`src/rtl/event_encoder_8to3.sv`:
```
// event_encoder_8to3
// Sequential 8-to-3 encoder. Events on eight request lines are collected
// into a sticky pending register. The winning pending line is offered as a
// 3-bit code over a valid/ready handshake, and that line is cleared when the
// code is accepted. The code is bit-reversed: code = {i[0], i[1], i[2]}, so
// code[0] carries the index MSB. This matches the consumer-side 3-to-8
// decoder.
//
// All outputs come straight from registers. There is no combinational path
// from any input to any output.

module event_encoder_8to3 #(
   parameter bit PRIORITY_HIGH = 1'b1   // 1: highest index wins, 0: lowest
) (
   input  logic       clk,
   input  logic       rst,
   input  logic [7:0] req,
   input  logic       ready,
   input  logic       ovr_clr,
   output logic       valid,
   output logic [2:0] code,
   output logic [7:0] pending,
   output logic       overrun
);

   // The handshake state is the valid bit itself.
   typedef enum logic {
      IDLE    = 1'b0,
      PRESENT = 1'b1
   } state_t;

   // ---------------------------------------------------------------------
   // Helper functions
   // ---------------------------------------------------------------------

   // Bit-reverse a line index into the external code ordering.
   function automatic logic [2:0] code_from_idx(input logic [2:0] idx);
      return {idx[0], idx[1], idx[2]};
   endfunction

   // Recover the line index from a presented code. The reorder is its own
   // inverse, but a separate name keeps each call site readable.
   function automatic logic [2:0] idx_from_code(input logic [2:0] c);
      return {c[0], c[1], c[2]};
   endfunction

   // One-hot mask for a line index.
   function automatic logic [7:0] onehot(input logic [2:0] idx);
      logic [7:0] m;
      case (idx)
         3'd0:    m = 8'h01;
         3'd1:    m = 8'h02;
         3'd2:    m = 8'h04;
         3'd3:    m = 8'h08;
         3'd4:    m = 8'h10;
         3'd5:    m = 8'h20;
         3'd6:    m = 8'h40;
         3'd7:    m = 8'h80;
         default: m = 8'h00;
      endcase
      return m;
   endfunction

   // Index of the highest set bit. Later matches overwrite earlier ones.
   // An empty vector returns 0, but callers only use the result when the
   // vector is non-zero.
   function automatic logic [2:0] pick_high(input logic [7:0] v);
      logic [2:0] r;
      r = 3'd0;
      for (int i = 0; i < 8; i++) begin
         r = v[i] ? i[2:0] : r;
      end
      return r;
   endfunction

   // Index of the lowest set bit. The scan runs downwards, so the last
   // match is the lowest index.
   function automatic logic [2:0] pick_low(input logic [7:0] v);
      logic [2:0] r;
      r = 3'd0;
      for (int i = 7; i >= 0; i--) begin
         r = v[i] ? i[2:0] : r;
      end
      return r;
   endfunction

   // Arbitrate across the remaining lines and return the code in wire order.
   function automatic logic [2:0] pick(input logic [7:0] v);
      logic [2:0] idx;
      if (PRIORITY_HIGH) begin
         idx = pick_high(v);
      end else begin
         idx = pick_low(v);
      end
      return code_from_idx(idx);
   endfunction

   // ---------------------------------------------------------------------
   // State and next-state signals
   // ---------------------------------------------------------------------
   state_t     state_r;
   state_t     state_nxt_s;
   logic [7:0] pend_r;
   logic [7:0] pend_nxt_s;
   logic [2:0] code_r;
   logic [2:0] code_nxt_s;
   logic       overrun_r;
   logic       overrun_nxt_s;

   logic       acc_s;
   logic [7:0] clr_mask_s;
   logic [7:0] remain_s;
   logic       ovr_hit_s;

   // Work out which line is being retired this cycle and what stays pending.
   always_comb begin
      acc_s = 1'b0;
      clr_mask_s = 8'h00;
      remain_s = pend_r;
      acc_s = (state_r == PRESENT) & ready;
      if (acc_s) begin
         clr_mask_s = onehot(idx_from_code(code_r));
      end else begin
         clr_mask_s = 8'h00;
      end
      remain_s = pend_r & ~clr_mask_s;
   end

   // Update the pending register and the sticky overrun flag.
   // A new event on a line that is being cleared in the same cycle lands on
   // an empty slot in remain_s. It therefore re-arms the line without
   // counting as an overrun. When ovr_clr and a new overrun happen together,
   // the new overrun wins.
   always_comb begin
      pend_nxt_s = remain_s | req;
      ovr_hit_s = |(req & remain_s);
      overrun_nxt_s = overrun_r;
      if (ovr_hit_s) begin
         overrun_nxt_s = 1'b1;
      end else if (ovr_clr) begin
         overrun_nxt_s = 1'b0;
      end else begin
         overrun_nxt_s = overrun_r;
      end
   end

   // Handshake FSM. Arbitration only happens when idle or when the current
   // code is accepted, so a presented code never changes while it is stalled.
   always_comb begin
      state_nxt_s = state_r;
      code_nxt_s = code_r;
      case (state_r)
         IDLE: begin
            if (|remain_s) begin
               state_nxt_s = PRESENT;
               code_nxt_s = pick(remain_s);
            end else begin
               state_nxt_s = IDLE;
               code_nxt_s = code_r;
            end
         end
         PRESENT: begin
            if (ready) begin
               if (|remain_s) begin
                  // Back-to-back issue: the next winner comes out with no bubble.
                  state_nxt_s = PRESENT;
                  code_nxt_s = pick(remain_s);
               end else begin
                  // Last line drained. The code keeps its final value.
                  state_nxt_s = IDLE;
                  code_nxt_s = code_r;
               end
            end else begin
               state_nxt_s = PRESENT;
               code_nxt_s = code_r;
            end
         end
         default: begin
            state_nxt_s = IDLE;
            code_nxt_s = 3'b000;
         end
      endcase
   end

   // State registers. Reset is asynchronous and drops any presented code.
   always_ff @(posedge clk or posedge rst) begin
      if (rst) begin
         state_r   <= IDLE;
         pend_r    <= 8'h00;
         code_r    <= 3'b000;
         overrun_r <= 1'b0;
      end else begin
         state_r   <= state_nxt_s;
         pend_r    <= pend_nxt_s;
         code_r    <= code_nxt_s;
         overrun_r <= overrun_nxt_s;
      end
   end

   assign valid   = (state_r == PRESENT);
   assign code    = code_r;
   assign pending = pend_r;
   assign overrun = overrun_r;

endmodule

```
`config.mk`:
```
export PLATFORM = sky130hd
export DESIGN_NAME = event_encoder_8to3
export DESIGN_NICKNAME = d
export VERILOG_FILES = /design/src/rtl/event_encoder_8to3.sv
export SDC_FILE = /design/constraint.sdc
export NUM_CORES = 1
export LEC_CHECK = 0
export ABC_CLOCK_PERIOD_IN_PS = 1700
export CORE_MARGIN = 2
export CORE_UTILIZATION = 37
export CTS_CLUSTER_DIAMETER = 80
export DETAILED_ROUTE_END_ITERATION = 16
export PLACE_DENSITY = 0.72
export SETUP_SLACK_MARGIN = 0.5
export SKIP_CTS_REPAIR_TIMING = 1
export SYNTH_ARGS = -nofsm -noshare
export SYNTH_HDL_FRONTEND = slang
export SYNTH_SLANG_ARGS = --single-unit
```
`constraint.sdc`:
```
create_clock -name clk -period 1.7 [get_ports clk]
set_input_delay 0.34 -clock clk [delete_from_list [all_inputs] [get_ports clk]]
set_output_delay 0.34 -clock clk [all_outputs]
set_load 0.01 [all_outputs]
```
==> results.md <==
- Mapped cell area: 654.4 um2
- Port buffer count: 24
- Syn avg cell area: 9.623 um2
- Hold Crit Class: in -> async
- Nets: 134
- CP Class: reg -> reg
- Slowest stage delay, CP: about 0.40 ns
- Reg2reg setup slack: -0.13 ns
- CTS Sinks: 13
- CTS clk-pin slew, worst paths: ~0.09 ns
- Routed wire per std cell: 16.36 um
- Initial DRC count: 15
- First-pass GRT wire length: 3001 um
- Max_slew headroom: around 65%
- Async SR Flop Fraction: 100.0%
- Endpoints failing setup: 3
- Worst Skew: 0.001934 ns
- Register bit total from synthesis: 13
- Aggregate global-route resource usage: 20.71%
- Critical Path RT: 1.92 ns
- Num CTS Buffers: 3
- Initial antenna violation count: 0
- Internal power: a little over 0.6 mW
- # IOs: 25
- Synth cell count leaders: dfrtp_1, nand2_1, inv_1
- Final Hold Fails: 0
- Worst Setup SP: code[0]
- Pre-CTS setup slack: -0.6101 ns
- Sequential fraction of the synthesis area: 49.71%
- R2r worst-path depth: 7
- Antenna viol nets, final: 0
- H-Tree Depth: 1
- CP max stage cell: dfrtp_1
- Worst hold margin: 0.3727 ns
- Final Wtd Congestion: 0.8182
- Cell leakage power: around 0.52 nW
- Post-detail-place hpwl: 1568 um
- Die Y: ~46 um
- Wl on met1: 963 um
- R2R Path End: code[2]
- N_diodes: 0
- Design Area, Final: 1189 um2
- Mapped Nets: 80
- Top cells by area, synth: dfrtp_1, nand2_1, inv_1
- Logic pwr share: 38.0%
- Clock power share: 22.7%
- Crit path DAT: around 2.1 ns
- Final Util: 70.37%
- FP Rows: 15
- Routed wl met3: 133 um
- Pwr dens: 766.1 nW/um2
- Fmax: 0.5478 GHz
- Worst-Skew Late Latency: just under 0.3 ns
- TritonCTS clock tree: built
- Max Cap Viol: 0
- Vias per cell: 5.616
- Peak supply drop: between 0.5 and 0.6 mV
- Net Sw Frac: 33.78%
- Residual DRC count: 0
- GRT Residual Overflow: 0
- Post-synth EDFFs: 0
- Cell taking the most area after synthesis: dfrtp_1
- DP Area: 1079 um2
- Critical path, cell by cell: nand3b_1 > buf_6 > o31ai_4 > nand4_2 > buf_4 > o211ai_1 > a2bb2oi_2
- WL met2: 1089 um
- Clk root buf: clkbuf_4
- Psw: 0.3075 mW
- Effective utilization at floorplan: about two fifths
- Sequential share of power: 39.3%
- Tightest Pin Transition: between 0.5 and 0.6 ns
- RSZ-0062 raised after global routing: yes
- Startpoint Class: flop
- CP Max Fanout: 4
- Die area: 2121 um2
- Reg2reg start: code[0]
- Share of cells above drive strength 1: ~47%
- Status: finished, violations left
- Failing checks: setup timing
- DR top layer: met4
- Vias in the first global route: roughly 690
- DR pass1 iterations: 4
- Synth top area share: between 40% and 50%
- Yosys Warn Count: 0
- Slew Viols, Final: 0
- Fin worst setup slack: -0.1255 ns
- Largest net degree at the start of global routing: 14
- Vias: between 700 and 800
- Final worst path period need: 1.826 ns
- Die Width: 46.06 um
- Overall routed net length: 2257 um
- Yosys cell types: 25
- Cells after Synth: a little under 70
- Most used DFF post-synth: dfrtp_1
- Crit path capture type: flop
- Post-route clock period utilization: 107.4%
- Area growth syn-to-layout: 81.64%
- Core Region: 1689 um2
- CTS Buffer Depth: 2
[kinds of logic after synthesis]
logic type	synth area share (%)
AO/OA/AOI/OAI	23.33
multiplexers	1.721
AND/OR/NAND/NOR	20.65
buffers and inverters	4.589
flip-flops	49.71
[state kept, by name, indices dropped and copies added (netlist names)]
name / flops
code: 3
valid: 1
pending: 8
overrun: 1
[layer usage]
layer  vias up  track usage, %
met4         0           10.29
met5         -               0
met1       377           25.79
met3         9           3.529
met2        39           34.17
li1        350               -
[layout make-up]
class / count / area (um2)
inverter: 8 / 30.03
sequential: 13 / 326.6
timing repair buffer: 49 / 390.4
tap: 17 / 21.27
fill: 122 / 500.5
clock buffer: 4 / 26.28
multi-input combinational: 47 / 394.1
[stage by stage]
stage                     total power [mW]  cells  setup TNS, ns
final                               0.9106    138        -0.2694
after global routing                0.9469    138        -0.3933
after CTS                           0.8467    132         -1.310
after detailed placement            0.6458    128         -2.961
after global placement              0.6375    128         -2.810
after floorplan                     0.4724     68       -0.05898
[worst max-delay path by stage]
| stage | to | slack, ns | cells after the start |
|---|---|---|---|
| after floorplan | code[1] | -0.06 | 5 |
| after global placement | code[1] | -0.60 | 6 |
| after detailed placement | code[1] | -0.61 | 6 |
| after CTS | code[1] | -0.33 | 6 |
| after global routing | code[2] | -0.18 | 7 |
| final | code[2] | -0.13 | 7 |
[worst max-delay path: cells and delay by family (launching register included)]
family	cells	cell delay, ns
buf+inv	2	0.35
flops	1	0.40
simple gates	2	0.39
compound gates	3	0.64
[power groups by stage]
stage	registers [mW]	logic [mW]	clock network, mW
4_1_cts	0.354	0.287	0.206
6_report	0.358	0.346	0.207
2_1_floorplan	0.370	0.102	0
3_3_place_gp	0.359	0.278	0
3_5_place_dp	0.360	0.286	0
5_1_grt	0.360	0.369	0.218
[cell usage in the layout, fill, tap and decap left out, types with 3 or more instances in the layout]
cell type,netlist,layout
clkdlybuf4s50_1,0,11
nand2b_1,4,3
inv_1,8,8
buf_2,0,3
buf_6,0,4
clkbuf_4,0,3
buf_4,0,23
o21ai_2,2,4
nand2_1,13,13
clkbuf_2,0,7
o22ai_1,3,3
dfrtp_1,13,12
o21ai_4,0,3
Power figures use the tool's default switching activity.
